[config.mk]
export PLATFORM = sky130hd
export DESIGN_NAME = permute_restore_flat
export DESIGN_NICKNAME = d
export VERILOG_FILES = /design/src/rtl/permute_restore_if.sv /design/src/rtl/permute_restore.sv /design/src/flat_wrapper.sv
export SDC_FILE = /design/constraint.sdc
export NUM_CORES = 2
export LEC_CHECK = 0
export BUFFER_PORTS_ARGS = -buffer_cell sky130_fd_sc_hd__buf_2
export CELL_PAD_IN_SITES_DETAIL_PLACEMENT = 0
export CELL_PAD_IN_SITES_GLOBAL_PLACEMENT = 1
export CORE_AREA = 2 2 436 438
export DETAILED_ROUTE_END_ITERATION = 16
export DIE_AREA = 0 0 438 440
export GPL_TIMING_DRIVEN = 1
export MAX_ROUTING_LAYER = met4
export PLACE_DENSITY_LB_ADDON = 0.1
export SYNTH_ARGS = -nofsm -noshare
export SYNTH_HDL_FRONTEND = slang
export SYNTH_SLANG_ARGS = --single-unit
[constraint.sdc]
create_clock -name clk -period 7.24 [get_ports clk]
set_input_delay 1.086 -clock clk [delete_from_list [all_inputs] [get_ports clk]]
set_output_delay 1.086 -clock clk [all_outputs]
set_load 0.02 [all_outputs]
[src/rtl/permute_restore_if.sv]
// Bundle between the restore block and its requester: start/operands in, restored list/status out.
// Positions are PW = $clog2(INPUTVALS)+1 bits wide so an out-of-range index can be expressed.
interface permute_restore_if #(
  parameter int INPUTVALS      = 16,
  parameter int INPUTBITWIDTHS = 32
);
  localparam int PW = $clog2(INPUTVALS) + 1;

  logic                                      restorestart;
  logic [INPUTVALS-1:0][INPUTBITWIDTHS-1:0]  sorted_in;
  logic [INPUTVALS-1:0][PW-1:0]              positions_in;
  logic                                      restoredone;
  logic [INPUTVALS-1:0][INPUTBITWIDTHS-1:0]  restored;
  logic                                      busy;
  logic                                      error;

  modport master (
    output restorestart, sorted_in, positions_in,
    input  restoredone, restored, busy, error
  );

  modport slave (
    input  restorestart, sorted_in, positions_in,
    output restoredone, restored, busy, error
  );
endinterface

[src/rtl/permute_restore.sv]
// Scatters a sorted list back to original order, one entry per clock; done pulses N+1 cycles after start.
// No backpressure: starts arriving while busy (or in the FINISH cycle) are dropped, not queued.
module permute_restore #(
  parameter int INPUTVALS      = 16,
  parameter int INPUTBITWIDTHS = 32
) (
  input logic          clk,
  input logic          reset,
  permute_restore_if.slave bus
);
  localparam int N  = INPUTVALS;
  localparam int W  = INPUTBITWIDTHS;
  localparam int PW = $clog2(N) + 1;
  localparam int IW = $clog2(N);

  typedef enum logic [1:0] {
    IDLE    = 2'd0,
    SCATTER = 2'd1,
    FINISH  = 2'd2
  } state_t;

  state_t                 state_q, state_d;
  logic [N-1:0][W-1:0]    val_q;
  logic [N-1:0][PW-1:0]   pos_q;
  logic [N-1:0][W-1:0]    restored_q;
  logic [N-1:0]           seen_q;
  logic [IW-1:0]          idx_q;
  logic                   done_q;
  logic                   error_q;

  logic [PW-1:0]          p;
  logic [IW-1:0]          p_idx;
  logic                   p_ok;
  logic                   last;
  logic                   load;
  logic                   scatter_wr;
  logic                   scatter_bad;
  logic                   finish;
  logic                   bad_state;

  always_comb begin
    p           = pos_q[idx_q];
    p_idx       = p[IW-1:0];
    // A position is usable only if in range and not already claimed (first write wins).
    p_ok        = (p < PW'(N)) && !seen_q[p_idx];
    last        = (idx_q == IW'(N - 1));
    state_d     = state_q;
    load        = 1'b0;
    scatter_wr  = 1'b0;
    scatter_bad = 1'b0;
    finish      = 1'b0;
    bad_state   = 1'b0;
    case (state_q)
      IDLE: begin
        if (bus.restorestart) begin
          load    = 1'b1;
          state_d = SCATTER;
        end
      end
      SCATTER: begin
        scatter_wr  = p_ok;
        scatter_bad = !p_ok;
        if (last) state_d = FINISH;
      end
      FINISH: begin
        finish  = 1'b1;
        state_d = IDLE;
      end
      default: begin
        bad_state = 1'b1;
        state_d   = IDLE;
      end
    endcase
  end

  always_ff @(posedge clk) begin
    if (!reset) begin
      state_q    <= IDLE;
      val_q      <= '0;
      pos_q      <= '0;
      restored_q <= '0;
      seen_q     <= '0;
      idx_q      <= '0;
      done_q     <= 1'b0;
      error_q    <= 1'b0;
    end else begin
      state_q <= state_d;
      done_q  <= finish;
      if (load) begin
        val_q      <= bus.sorted_in;
        pos_q      <= bus.positions_in;
        restored_q <= '0;
        seen_q     <= '0;
        error_q    <= 1'b0;
        idx_q      <= '0;
      end
      if (state_q == SCATTER) idx_q <= idx_q + IW'(1);
      if (scatter_wr) begin
        restored_q[p_idx] <= val_q[idx_q];
        seen_q[p_idx]     <= 1'b1;
      end
      // Duplicates and out-of-range entries flag during scatter; missing indices at finish.
      if (scatter_bad || bad_state || (finish && !(&seen_q))) error_q <= 1'b1;
    end
  end

  assign bus.restoredone = done_q;
  assign bus.restored    = restored_q;
  assign bus.busy        = (state_q == SCATTER) || (state_q == FINISH);
  assign bus.error       = error_q;
endmodule

[src/flat_wrapper.sv]
// flat-port wrapper written by rule: the top's interface ports become plain ports
module permute_restore_flat 
#(
  parameter int INPUTVALS      = 16,
  parameter int INPUTBITWIDTHS = 32
)
  (clk, reset, bus_restorestart, bus_sorted_in, bus_positions_in, bus_restoredone, bus_restored, bus_busy, bus_error);
  permute_restore_if #(.INPUTVALS(INPUTVALS), .INPUTBITWIDTHS(INPUTBITWIDTHS)) bus_i ();
  input logic clk;
  input logic reset;
  input wire logic [$bits(bus_i.restorestart)-1:0] bus_restorestart;
  input wire logic [$bits(bus_i.sorted_in)-1:0] bus_sorted_in;
  input wire logic [$bits(bus_i.positions_in)-1:0] bus_positions_in;
  output wire logic [$bits(bus_i.restoredone)-1:0] bus_restoredone;
  output wire logic [$bits(bus_i.restored)-1:0] bus_restored;
  output wire logic [$bits(bus_i.busy)-1:0] bus_busy;
  output wire logic [$bits(bus_i.error)-1:0] bus_error;
  assign bus_i.restorestart = bus_restorestart;
  assign bus_i.sorted_in = bus_sorted_in;
  assign bus_i.positions_in = bus_positions_in;
  assign bus_restoredone = bus_i.restoredone;
  assign bus_restored = bus_i.restored;
  assign bus_busy = bus_i.busy;
  assign bus_error = bus_i.error;
  permute_restore #(.INPUTVALS(INPUTVALS), .INPUTBITWIDTHS(INPUTBITWIDTHS)) u_core (.clk(clk), .reset(reset), .bus(bus_i));
endmodule
== Word level (Yosys, flattened, before mapping) ==
Cells that the tools add are included.
Storage, ports and cells
  flip-flop bits (word level): 1128
  bits of input ports: 595
  output and inout port bits: 515
  logic and storage cells: 109
Cells by class
  add/sub/neg operators: 1
  $lt $le $gt $ge: 4
  eq/ne operators: 5
  mux-type cells: 30
  bitwise operators: 1
  reduce and logical (&&, ||, !) cells: 15
Operators by type and width (count)
  512-bit 2-to-1 mux: 3
  512-bit bitwise mux: 1
  32-bit binary-select mux with 4-bit select: 1
  32-bit demux with 4-bit select: 1
  32-bit 2-to-1 mux: 2
  16-bit 2-to-1 mux: 3
  5-bit binary-select mux with 4-bit select: 1
  16-bit bitwise OR: 1
  16-bit AND reduction: 1
  4-bit by 5-bit < comparator with 1-bit output, second input constant: 2
  1-bit 2-to-1 mux: 10
  4-bit 2-to-1 mux: 2
  5-bit < comparator, second input constant: 1
  5-bit 2-to-1 mux: 1
  4-bit by 1-bit adder with 4-bit output, second input constant: 1
  1-bit binary-select mux with 4-bit select: 1
  1-bit demux with 4-bit select: 1
  4-bit == test, second input constant: 1
  4-bit by 1-bit greater-or-equal comparator with 1-bit output, second input constant: 1
  2-bit 2-to-1 mux: 2
  2-bit case mux with 2 select lines: 1
  2-bit nonzero test: 2
  1-bit logical AND: 3
  1-bit logical NOT: 3
  other kinds (8): 10

== Depth between registers and ports, before layout ==
  word-level depth: 11
  depth in mapped cells: 13
  depth with buffers taken out: 7

== Worst setup path before layout ==
Ideal clock, no wire load.
  path type: register -> register
  start: reg u_core.idx_q[0]
  end: reg u_core.restored_q, in the netlist u_core.bus.restored[127]
  library setup time: 134 ps
  data arrival time: 2919 ps
  data required time: 7106 ps
  slack: 4187 ps
  cell stages (with the launch flop): 11
  path buffers: 6
  clock period less this slack: 3053 ps
  path through: dfxtp_1 -> buf_6 -> buf_6 -> buf_6 -> clkbuf_1 -> buf_2 -> mux4_2 -> mux4_2 -> nand2_1 -> clkbuf_1 -> mux2i_1
Between the ends
  word-level cells in the longest chain between the ends: 8
  elaborated cells on any way between the ends: 17
  classes of those cells: 3 x order compare; 11 x mux; 3 x reduce/logical
RTL lines
  from (decl): RTL line permute_restore.sv:27  | logic [IW-1:0] idx_q;
  from (signal assigned): RTL line permute_restore.sv:97  | if (state_q == SCATTER) idx_q <= idx_q + IW'(1);
  5-bit binary-select mux with 4-bit select: RTL line permute_restore.sv:42  | p = pos_q[idx_q];
  5-bit 2-to-1 mux (not written as such): RTL line permute_restore.sv:42
  4-bit by 5-bit < comparator with 1-bit output (not written as such), or another cell as far along: RTL line permute_restore.sv:99  | restored_q[p_idx] <= val_q[idx_q];
  1-bit logical AND (not written as such) or 1-bit 2-to-1 mux (tied branches): RTL line permute_restore.sv:99, permute_restore.sv:45
  32-bit 2-to-1 mux (not written as such) or 1-bit logical NOT (tied branches): RTL line permute_restore.sv:99, permute_restore.sv:45
  32-bit demux with 4-bit select or 1-bit logical AND (tied branches)
  512-bit bitwise mux or 1-bit 2-to-1 mux (tied branches): RTL line permute_restore.sv:99, permute_restore.sv:53
  512-bit 2-to-1 mux *: RTL line permute_restore.sv:98  | if (scatter_wr) begin
  to (signal, indexed assignment): RTL line permute_restore.sv:99
  to (decl): RTL line permute_restore.sv:25  | logic [N-1:0][W-1:0] restored_q;
Mark *: on every way between the ends. The rest lies on a longest branch, timed or not. The select of a mux whose other input is x is not followed.
A chain may end at the register's enable or synchronous reset.

== Final worst setup path ==
  start: reg u_core.idx_q[1]
  end: reg u_core.restored_q, in the netlist u_core.bus.restored[5]
Same word-level chain as after synthesis.

==> impl_summary.md <==
Critical path
STA classifies the critical path endpoint as a flip-flop. Together, buffers and inverters on the worst path number 2. For this run, the slowest stage of the critical path takes 0.93 ns.

The most critical setup path has its startpoint at u_core.idx_q[1]. In this design, the largest share of critical-path delay is due to simple AND/OR/NAND/NOR gates. The type of the worst setup path is flip-flop to flip-flop. The slack of the worst reg-to-reg path is 2.38 ns. The signal on the critical path passes through buf_4, nor2b_1, a22oi_1, and4_1, a211oi_1, mux2i_1, or3b_2, buf_4, mux2i_1. Data arrives at the worst endpoint at 5.55 ns. In this run the critical register-to-register path is launched from u_core.idx_q[1]. The required time of the worst setup path is 7.93 ns.

The maximum net fanout on the critical path is 44. The category of the worst setup path launch point is a flip-flop. The cell with the biggest individual delay on the critical path is sky130_fd_sc_hd__a22oi_1.

Clocking
The number of post-CTS setup repair buffers is 0. The CTS root buffer is sky130_fd_sc_hd__clkbuf_16. The clock edge transition at the registers on the reported setup and hold paths is 0.06 ns. Clock tree synthesis inserted a total of 141 buffers. The number of buffers on the longest clock path is 3. The H-tree was split into 4 levels. Once the clock tree was built, the resizer swapped 0 gates to a different size. The insertion delay to the later sink of the worst-skew pair is 0.80 ns.

Buffers inserted to repair hold after CTS numbered 0. TritonCTS built the clock tree. The clock drives 1128 sinks.

Power and ir drop
The power per unit of standard cell area is 318 mW/mm^2. In this run the static leakage power is 24.0 nW. The worst-case IR drop observed on VDD is 167 uV.

Drt
After detailed routing, the number of vias per cell comes to 4.49. The DRC marker count from the first detailed-route iteration is 1852. In the routed design, unresolved DRC markers number 0. Summed over all layers, the routed wires come to 215000 um.

Dividing the detail-routed wire length by the instance count gives 26.1 um. Before antenna repair, the detailed router went through 5 iterations. In this run the remaining antenna-violating nets after routing total 0.

The final route contains 37100 vias.

Floorplan
The boundary pin count is 1110. The total core area is 0.189 mm^2. The starting utilization of the core area is 0.242. The die outline area is 0.193 mm^2. The floorplan has 160 rows. Measured along the x axis, the die boundary spans 438 um. The floorplan step set the die height to 440 um.

Finish
For this run, the post-layout net count is 6231. The number of filler cells placed in the layout is 20100. The finished cells cover 0.0580 mm^2. The area growth from synthesis to layout is 27.1%.

The fraction of layout instances using a drive strength above 1 is 0.279.

Timing
The worst path in the final design needs a cycle of 4.86 ns, including I/O delays and setup. The summed negative setup slack over all endpoints is 0 ns. The transition time of the tightest slew-check pin is 1.14 ns. The post-route fraction of the period consumed by the critical path is 0.672. The max-slew headroom at the worst pin is 0.236. The max-slew violation count is 0. Clock skew on the completed layout was measured at 0.0343 ns. Setup repair after global routing left no endpoint under its margin. The final-report hold violation count came to 0. Setup violations remaining at the end of the flow were counted as 0.

The timing-limited maximum frequency is 0.206 GHz.

Placed design
The count of buffers from port buffering is 1109. The global placement routability congestion is 0.792. Summed over all nets, the half-perimeter wirelength after detailed placement is 156000 um. Summing all placed instances gives a cell area of 0.0533 mm^2.

Yosys
The synthesized net count is 5321. In the synthesized netlist, the number of instances is 4720. The combined area of all synthesized cells is 0.0456 mm^2. By count the netlist is led by 1753 x sky130_fd_sc_hd__nand2_1, 1128 x sky130_fd_sc_hd__dfxtp_1, 592 x sky130_fd_sc_hd__a21boi_0. The proportion of netlist area held by the largest area contributor is 0.495. The synthesized flop and latch total is 1128. Yosys attributes the largest share of cell area to sky130_fd_sc_hd__dfxtp_1 50%, sky130_fd_sc_hd__nand2_1 14%, sky130_fd_sc_hd__mux2i_1 11%, sky130_fd_sc_hd__a21boi_0 9.7%, sky130_fd_sc_hd__mux4_2 8.8%. The biggest area consumer among synthesized cells is sky130_fd_sc_hd__dfxtp_1. During synthesis, Yosys emitted a total of 0 warnings. Yosys instantiated no cell more often than sky130_fd_sc_hd__nand2_1. The primary flip-flop cell chosen by synthesis mapping is sky130_fd_sc_hd__dfxtp_1. The synthesized area per cell is 9.66 um^2.

After synthesis, the share of flip-flops with an asynchronous set or reset is 0. The number of distinct library cells after synthesis is 46. The sequential element share of the synthesized area is 0.495.

Counting flops with a built-in enable in the synthesized netlist gives 0.

Global routing
The number of antenna violations at the first check in global routing is 22. The pin count of the biggest net entering global routing is 196. For this run the aggregate overflow at the end of global routing stands at 0. Across every metal layer, demand over resource in global routing totals 0.222. The via count of the first global-routing pass was 36800. The wire length of the first global-routing pass is 295000 um.

Job
Across the run, the number of max-cap violations was 0.

Worst hold path
The worst hold-check path type is flip-flop to flip-flop. The startpoint identified for the worst hold timing path is u_core.bus.restored[119].

Outcome
The flow ran to the end, and the final reports show no timing, DRC or antenna violations.
==> path summary, 6_finish.rpt <==
check | to | cells after the start
worst min register to register | u_core.bus.restored[119] | 2
worst min-delay path | u_core.bus.restored[119] | 2
worst max register to register | u_core.bus.restored[5] | 9
worst max-delay path | u_core.bus.restored[5] | 9
==> metal layers <==
layer | GRT usage | routed length [um] | up-vias
li1 | - | - | 17700
met1 | 0.262 | 90400 | 18300
met2 | 0.387 | 110000 | 898
met3 | 0.0362 | 8600 | 238
met4 | 0.0674 | 6260 | 0
met5 | - | 0 | -
==> final cells by class <==
| cell class | count | area, um^2 | share of cell area |
|---|---|---|---|
| inverter | 5 | 18.8 | 0.000324 |
| multi-input combinational | 3186 | 21400 | 0.369 |
| timing repair buffer | 1168 | 6150 | 0.106 |
| tap | 2511 | 3140 | 0.0542 |
| clock inverter | 35 | 398 | 0.00686 |
| antenna | 13 | 32.5 | 0.000561 |
| sequential | 1128 | 22600 | 0.390 |
| clock buffer | 218 | 4250 | 0.0733 |
==> power breakdown <==
part | internal [mW] | switching [mW] | leakage [nW]
logic | 1.32 | 2.71 | 12.5
clock network | 4.20 | 2.93 | 2.28
registers | 6.87 | 0.399 | 9.18
total | 12.4 | 6.04 | 24.0
==> worst register-to-register path, cell delays in order, from the launching register on <==
cell	delay, ns
sky130_fd_sc_hd__dfxtp_4	0.50
sky130_fd_sc_hd__buf_4	0.68
sky130_fd_sc_hd__nor2b_1	0.10
sky130_fd_sc_hd__a22oi_1	0.93
sky130_fd_sc_hd__and4_1	0.32
sky130_fd_sc_hd__a211oi_1	0.05
sky130_fd_sc_hd__mux2i_1	0.58
sky130_fd_sc_hd__or3b_2	0.93
sky130_fd_sc_hd__buf_4	0.45
sky130_fd_sc_hd__mux2i_1	0.24
==> layout by cell type, fill, tap and decap left out, types with 3 or more instances in the layout <==
cell                         netlist  final
sky130_fd_sc_hd__nand2_1        1753   1743
sky130_fd_sc_hd__dfxtp_1        1128   1124
sky130_fd_sc_hd__buf_2            44   1108
sky130_fd_sc_hd__a21boi_0        592    592
sky130_fd_sc_hd__mux2i_1         522    522
sky130_fd_sc_hd__mux4_2          179    179
sky130_fd_sc_hd__clkbuf_16         0    144
sky130_fd_sc_hd__buf_4            24     48
sky130_fd_sc_hd__clkbuf_8          0     37
sky130_fd_sc_hd__clkbuf_1        309     37
sky130_fd_sc_hd__and2_1           21     19
sky130_fd_sc_hd__clkinv_2          0     17
sky130_fd_sc_hd__diode_2           0     13
sky130_fd_sc_hd__a21oi_1          11     11
sky130_fd_sc_hd__o21a_1           10     10
sky130_fd_sc_hd__buf_12            0     10
sky130_fd_sc_hd__nand2_2           0      9
sky130_fd_sc_hd__and4_1            8      7
sky130_fd_sc_hd__a211oi_1          7      7
sky130_fd_sc_hd__nor2b_1           6      6
sky130_fd_sc_hd__o21ai_0           6      6
sky130_fd_sc_hd__nor3b_2           0      6
sky130_fd_sc_hd__a21boi_1          6      6
sky130_fd_sc_hd__ha_1              6      6
sky130_fd_sc_hd__inv_1             5      5
sky130_fd_sc_hd__nor2_1            5      5
sky130_fd_sc_hd__nand3_1           7      5
sky130_fd_sc_hd__mux2_2            5      5
sky130_fd_sc_hd__nand4_1           4      4
sky130_fd_sc_hd__clkinv_8          0      4
sky130_fd_sc_hd__inv_6             0      4
sky130_fd_sc_hd__bufinv_16         0      4
sky130_fd_sc_hd__dfxtp_4           0      4
sky130_fd_sc_hd__a22oi_1           3      3
sky130_fd_sc_hd__mux2_1            3      3
sky130_fd_sc_hd__clkinvlp_4        0      3
==> kinds of logic (layout without fill, tap and decap cells) <==
group,Yosys count,after routing,share of synthesized area
AO/OA/AOI/OAI,645,645,0.105
XOR/XNOR,1,1,0.000192
adder cells (fa/ha/maj),6,6,0.00165
buffers and inverters,406,1426,0.0376
flip-flops,1128,1128,0.495
multiplexers,710,710,0.205
other,0,13,0
AND/OR/NAND/NOR,1824,1824,0.155
==> through the flow <==
| step | setup WS, ns | cells | power (mW) | hold slack [ns] | util |
|---|---|---|---|---|---|
| finish | 2.38 | 8264 | 18.4 | 0.450 | 0.307 |
| detailed placement | 2.31 | 7998 | 11.6 | 0.444 | 0.283 |
| floorplan | 4.19 | 4720 | 9.80 | 0.440 | - |
| CTS | 2.30 | 8251 | 18.8 | 0.453 | 0.307 |
| global route | 1.99 | 8261 | 19.3 | 0.468 | 0.307 |
| global placement | 2.32 | 7997 | 11.6 | 0.439 | 0.282 |
==> state kept, by name (all words and copies together) (netlist names) <==
register / count
u_core.bus.restored: 512
u_core.val_q: 512
u_core.pos_q: 80
u_core.seen_q: 16
u_core.idx_q: 4
u_core.state_q: 2
u_core.bus.error: 1
u_core.bus.restoredone: 1
Note: power is estimated with default switching activity, not from simulation.
